==> config.mk <==
export PLATFORM = sky130hd
export DESIGN_NAME = if_id_ex_mem
export DESIGN_NICKNAME = d
export VERILOG_FILES = /design/src/rtl/mips_pkg.sv /design/src/rtl/pipe_reg.sv /design/src/rtl/if_id_ex_mem.sv
export SDC_FILE = /design/constraint.sdc
export NUM_CORES = 1
export LEC_CHECK = 0
export CAP_MARGIN = 10
export CORE_AREA = 5 5 204 206
export DETAILED_ROUTE_END_ITERATION = 10
export DIE_AREA = 0 0 209 211
export GPL_ROUTABILITY_DRIVEN = 0
export PLACE_DENSITY = 0.61
export SKIP_CTS_REPAIR_TIMING = 1
export SLEW_MARGIN = 20
export SYNTH_ARGS = -nofsm -noshare
export SYNTH_HDL_FRONTEND = slang
export SYNTH_SLANG_ARGS = --single-unit
==> constraint.sdc <==
create_clock -name clk -period 0.85 [get_ports clk]
set_input_delay 0.17 -clock clk [delete_from_list [all_inputs] [get_ports clk]]
set_output_delay 0.17 -clock clk [all_outputs]
set_load 0.01 [all_outputs]
==> src/rtl/mips_pkg.sv <==
// rtl/mips_pkg.sv - shared widths, NOP encoding and ctrl_msg bit positions for the MIPS pipeline
package mips_pkg;

  localparam int PC_W    = 12;
  localparam int XLEN    = 32;
  localparam int CTRL_W  = 15;
  localparam int REDIR_W = 4;

  // sll $0,$0,0 encodes as all zeros, so a cleared stage is a NOP
  localparam logic [XLEN-1:0] NOP_INSTR = 32'h0000_0000;

  localparam int CTRL_RAM_LOAD  = 14;
  localparam int CTRL_RW_T_HI   = 13;
  localparam int CTRL_RW_T_LO   = 12;
  localparam int CTRL_W_HI      = 11;
  localparam int CTRL_W_LO      = 10;
  localparam int CTRL_WE        = 9;
  localparam int CTRL_SYSCALL   = 8;
  localparam int CTRL_RAM_STO   = 3;
  localparam int CTRL_HALF_WORD = 2;

  localparam int IF_ID_W  = PC_W + XLEN;
  localparam int ID_EX_W  = PC_W + 3 * XLEN + REDIR_W;
  localparam int EX_MEM_W = 4 * XLEN + CTRL_W;

endpackage

==> src/rtl/pipe_reg.sv <==
// rtl/pipe_reg.sv - one pipeline latch field group with clear > go > hold priority
module pipe_reg #(
  parameter int W = 1
) (
  input  logic         clk,
  input  logic         rst,
  input  logic         go,
  input  logic         clear,
  input  logic [W-1:0] d,
  output logic [W-1:0] q
);

  always_ff @(posedge clk or negedge rst) begin
    if (!rst) begin
      q <= '0;
    end else if (clear) begin
      q <= '0;
    end else if (go) begin
      q <= d;
    end
  end

endmodule

==> src/rtl/if_id_ex_mem.sv <==
// rtl/if_id_ex_mem.sv - IF/ID, ID/EX and EX/MEM stage latches; PIPE_VALID_EN adds per-stage valid bits
module if_id_ex_mem
  import mips_pkg::*;
(
  input  logic               clk,
  input  logic               rst,
`ifdef PIPE_VALID_EN
  output logic               id_valid,
  output logic               ex_valid,
  output logic               mem_valid,
`endif
  input  logic [PC_W-1:0]    if_pc4,
  input  logic [XLEN-1:0]    if_instr,
  input  logic               if_go_a,
  input  logic               if_go_b,
  input  logic               if_clear,
  output logic [PC_W-1:0]    id_pc4,
  output logic [XLEN-1:0]    id_instr,
  input  logic [XLEN-1:0]    id_a,
  input  logic [XLEN-1:0]    id_b,
  input  logic [REDIR_W-1:0] id_redir,
  input  logic               ex_go,
  input  logic               ex_clear_a,
  input  logic               ex_clear_b,
  output logic [PC_W-1:0]    ex_pc4,
  output logic [XLEN-1:0]    ex_instr,
  output logic [XLEN-1:0]    ex_a,
  output logic [XLEN-1:0]    ex_b,
  output logic [REDIR_W-1:0] ex_redir,
  input  logic [CTRL_W-1:0]  ex_ctrl,
  input  logic [XLEN-1:0]    ex_alu,
  input  logic [XLEN-1:0]    ex_a_fwd,
  input  logic [XLEN-1:0]    ex_b_fwd,
  input  logic               mem_go,
  input  logic               mem_clear,
  output logic [XLEN-1:0]    mem_instr,
  output logic [CTRL_W-1:0]  mem_ctrl,
  output logic [XLEN-1:0]    mem_alu,
  output logic [XLEN-1:0]    mem_a,
  output logic [XLEN-1:0]    mem_b
);

  logic if_go_eff;
  logic ex_clear_eff;

  logic [IF_ID_W-1:0]  if_id_d,  if_id_q;
  logic [ID_EX_W-1:0]  id_ex_d,  id_ex_q;
  logic [EX_MEM_W-1:0] ex_mem_d, ex_mem_q;

  assign if_go_eff    = if_go_a & if_go_b;
  assign ex_clear_eff = ex_clear_a | ex_clear_b;

  assign if_id_d = {if_pc4, if_instr};
  assign {id_pc4, id_instr} = if_id_q;

  // ID/EX pc4/instr forward from the IF/ID latch, not from the IF ports
  assign id_ex_d = {id_pc4, id_instr, id_a, id_b, id_redir};
  assign {ex_pc4, ex_instr, ex_a, ex_b, ex_redir} = id_ex_q;

  assign ex_mem_d = {ex_instr, ex_ctrl, ex_alu, ex_a_fwd, ex_b_fwd};
  assign {mem_instr, mem_ctrl, mem_alu, mem_a, mem_b} = ex_mem_q;

  pipe_reg #(.W(IF_ID_W)) u_if_id (
    .clk   (clk),
    .rst   (rst),
    .go    (if_go_eff),
    .clear (if_clear),
    .d     (if_id_d),
    .q     (if_id_q)
  );

  pipe_reg #(.W(ID_EX_W)) u_id_ex (
    .clk   (clk),
    .rst   (rst),
    .go    (ex_go),
    .clear (ex_clear_eff),
    .d     (id_ex_d),
    .q     (id_ex_q)
  );

  pipe_reg #(.W(EX_MEM_W)) u_ex_mem (
    .clk   (clk),
    .rst   (rst),
    .go    (mem_go),
    .clear (mem_clear),
    .d     (ex_mem_d),
    .q     (ex_mem_q)
  );

`ifdef PIPE_VALID_EN
  // Valid bits ride the same clear/go/hold rule as the data they qualify
  pipe_reg #(.W(1)) u_id_valid (
    .clk   (clk),
    .rst   (rst),
    .go    (if_go_eff),
    .clear (if_clear),
    .d     (1'b1),
    .q     (id_valid)
  );

  pipe_reg #(.W(1)) u_ex_valid (
    .clk   (clk),
    .rst   (rst),
    .go    (ex_go),
    .clear (ex_clear_eff),
    .d     (id_valid),
    .q     (ex_valid)
  );

  pipe_reg #(.W(1)) u_mem_valid (
    .clk   (clk),
    .rst   (rst),
    .go    (mem_go),
    .clear (mem_clear),
    .d     (ex_valid),
    .q     (mem_valid)
  );
`endif

endmodule

======== Yosys cells after proc, flatten, opt, wreduce, memory -nomap -nowiden ========
Cells that the tools add are included.
word-level totals
  register bits ........................... 299
  logic and storage cells ................. 14
  output and inout port bits .............. 299
  input bits .............................. 233
operators by class
  bitwise logic cells ..................... 2
  reduce and logical (&&, ||, !) cells .... 3
  muxes and demuxes ....................... 6
operators with widths
  kind                count
  2-to-1 mux 143 bit  2
  2-to-1 mux 112 bit  2
  2-to-1 mux 44 bit   2
  nonzero test 2 bit  3
  bitwise AND 1 bit   1
  bitwise OR 1 bit    1

======== Longest topological paths before layout ========
  depth in word-level cells ............... 3
  gate-level depth with buffers ........... 5
  mapped depth without buffers ............ 2

======== Cells and area by module ========
A second synthesis with hierarchy kept.
second synthesis, totals
  cell total of the unflattened synthesis .. 966
  area total of the unflattened synthesis .. 12224.2 um^2
by module, submodules not included
  module                instances  area an instance (um^2)  cells an instance  seq. area each (um^2)
  pipe_reg at u_ex_mem  1          5793.1                   461                3578.4
  pipe_reg at u_id_ex   1          4600.7                   361                2802.7
  pipe_reg at u_if_id   1          1818.0                   142                1101.1
  if_id_ex_mem          1          12.5                     2                  0.0

======== Worst setup path after synthesis ========
OpenSTA, ideal clock, no wires.
  path kind ............................... input port to flip-flop
  from .................................... in mem_go
  to ...................................... reg u_ex_mem.q[111]
  library setup time ...................... 0.121 ns
  cell stages on the path ................. 5
  path slack .............................. -0.118 ns
  data arrival time ....................... 0.846 ns
  data required time ...................... 0.729 ns
  path buffers ............................ 3
  path through ............................ buf_4 buf_6 buf_8 mux2i_1 nor2_1
on the way
  longest elaborated chain between the ends .. 1
ends and longest elaborated chain
  what                          RTL line            RTL
  from (decl)                   if_id_ex_mem.sv:34  input logic mem_go,
  nonzero test 2 bit (no line)  -
  to (signal assigned)          pipe_reg.sv:15      q <= '0;
  to (signal assigned)          pipe_reg.sv:17      q <= '0;
  to (signal assigned)          pipe_reg.sv:19      q <= d;
  to (decl)                     pipe_reg.sv:10      output logic [W-1:0] q
Every way passes these cells.
A chain may end at the register's enable or synchronous reset.

======== Final worst setup path ========
  from .................................... reg u_ex_mem.q[6]
  to ...................................... out mem_b[6]
RTL lines
  what       RTL line            RTL
  to (decl)  if_id_ex_mem.sv:40  output logic [XLEN-1:0] mem_b
No word-level cell between the ends.

==> impl_metrics.toml <==
[power_and_ir_drop]
leakagePower_nw = 10.7
powerDensity_mw_per_mm2 = 1700
ir_worst_vdd_v = 0.00218
p_total_mw = 35.6

[clock_network]
cts_max_path_buffers = 3
htreeDepth = 2
numCtsBuffers = 36
cts-root-buf = "clkbuf_16"
cts.sinks = 299
cts_tree = "yes"
clk_pin_slew_ns = 0.06
insertion_delay_ns = 0.54

[worst_setup_path]
worstPathCellList = "clkbuf_2"
critPathSlowestCell = "dfrtp_1"
critPathKind = "flop to primary output"
cpPeakStageDelay_ns = 0.41
cp.arrival_ns = 1.10
start_kind = "flop"
required_ns = 0.68
end_kind = "primary output"
cp_top_family = "flip-flops"
reg2reg_setup_slack_ns = -0.16
cp.buffers_inverters = 1
cp_max_fo = 2

[floorplan]
initial_core_util = 0.315
die_h_um = 211
ios = 532
rows = 73
coreArea_mm2 = 0.0395
die_x_um = 209
dieArea_mm2 = 0.0441

[timing]
slew_viol_final = 0
finalCritPeriodShare = 1.49
max-slew-margin-rel = 0.803
worstMarginPinSlew_ns = 0.295
setup_tns_ns = -112.40
rsz0062_at_grt = "yes"
finalSetupViolations = 345
max_freq_ghz = 0.788
min_period_ns = 1.27
skew_ns = 0.0168
hold_viol_final = 0
setup_ws_ns = -0.419

[placed_design]
dp_slack_ns = -0.443
placed_area_mm2 = 0.0194
io_buffers = 531
hpwl_um = 31900

[detailed_routing]
num_vias = 10300
vias_per_cell = 4.50
antenna_left = 0
dr.first_iter.drc_count = 299
finalWirelength_um = 43700
wire_per_inst_um = 19.1
drc_errors = 0
first_pass_iters = 5

[grt]
grt-ovfl-total = 0
grt_pass1_vias = 10700
grt_max_degree = 58
grt_pass1_wl_um = 64800
antenna_found_initial = 3
grt.total_usage = 0.186

[synth]
syn_inst = 1025
synth-seq-cells = 299
synthDistinctLibCells = 12
yosys_warnings = 0
syn_nets = 1258
syn_area_mm2 = 0.0124
syn_area_per_cell_um2 = 12.1
ys_seq_area_frac = 0.601
synthDominantCellAreaShare = 0.601
synth_area_leaders = "dfrtp_1 (60%), mux2i_1 (21%), nor2_1 (7.7%)"
synth.largest_area_cell = "dfrtp_1"

[final_layout]
multi_input_area_mm2 = 0.00461
final-seq-area_mm2 = 0.00748
finish.instance_area_mm2 = 0.0209
area_growth_syn_to_layout_pct = 68.2
nets = 1973
layout-drive-gt1-share = 0.378
fillers = 3561

[min_path]
hold_path_class = "primary input to async pin"

[job]
maxCapViolations = 0

[outcome]
outcome = "finished with violations"
violations = "negative setup slack"
## metrics by stage
stage | hold WS [ns] | instances | util
after global placement | -0.00815 | 2157 | 0.492
after global routing | 0.0463 | 2290 | 0.531
after detailed placement | -0.0111 | 2157 | 0.492
after CTS | -0.599 | 2220 | 0.522
after floorplan | -0.126 | 1025 | -
final | 0.0426 | 2291 | 0.531
## metal layers
metal | global-route usage | wire length [um] | share of wire
met1 | 0.226 | 17400 | 0.40
met2 | 0.321 | 22300 | 0.51
met3 | 0.0501 | 2730 | 0.062
met4 | 0.0641 | 1250 | 0.029
met5 | 0 | 27 | 0.00062
## logic make-up after synthesis
logic type	synth area share
buffers and inverters	0.0456
AOI/OAI and AO/OA	0.0531
DFF	0.601
muxes	0.205
and+or+nand+nor	0.0951
## area by class of cell
class	instances	area share
clock buffers	49	0.0488
flip-flops and latches	299	0.357
multi-input cells	643	0.220
diodes	1	0.000120
clock inverters	14	0.00681
well taps	525	0.0314
repair buffers	760	0.335
## power breakdown
part,internal (mW),total [mW],switching (mW),leakage (nW)
combinational,2.98,5.31,2.33,6.02
clock,9.07,15.2,6.09,0.580
sequential,14.8,15.1,0.342,4.06
## registers in the layout (all words and copies together) (netlist names)
register    flops
u_id_ex.q     112
u_ex_mem.q    143
u_if_id.q      44
## final timing paths
kind                                                 start                    endpoint  cells past startpoint
min in group clk                                    mem_go  u_ex_mem.q[93]$_DFFE_PN0P_                      3
worst min-delay path                                   rst  u_ex_mem.q[81]$_DFFE_PN0P_                      2
worst max-delay path             u_ex_mem.q[6]$_DFFE_PN0P_                    mem_b[6]                      1
max in group asynchronous                              rst   u_id_ex.q[18]$_DFFE_PN0P_                      4
worst min register to register  u_ex_mem.q[12]$_DFFE_PN0P_  u_ex_mem.q[12]$_DFFE_PN0P_                      2
worst max register to register   u_if_id.q[43]$_DFFE_PN0P_   u_if_id.q[43]$_DFFE_PN0P_                      4
## placed cells by master, fill, tap and decap left out
master             n
a21bo_4           14
buf_12            31
or2_4              1
clkbuf_16         37
nand3_1           44
nor2_1           255
clkinv_8           1
buf_8              1
clkbuf_2         145
mux2i_1          254
diode_2            1
inv_6              3
buf_4            144
dfrtp_1          299
clkinv_2           8
dlygate4sd3_1      1
a21oi_1           12
buf_2             13
clkdlybuf4s50_1  225
mux2i_2            1
clkbuf_1           7
a21oi_2           32
a21bo_2           30
bufinv_16          2
clkbuf_8           6
buf_6            199
## cell usage after synthesis
master,number
clkbuf_1,29
nor2_1,255
buf_4,20
mux2i_1,255
or2_1,1
a21bo_2,44
dfrtp_1,299
buf_2,16
buf_8,7
a21oi_1,44
buf_6,11
nand3_1,44
Power figures use the tool's default switching activity.
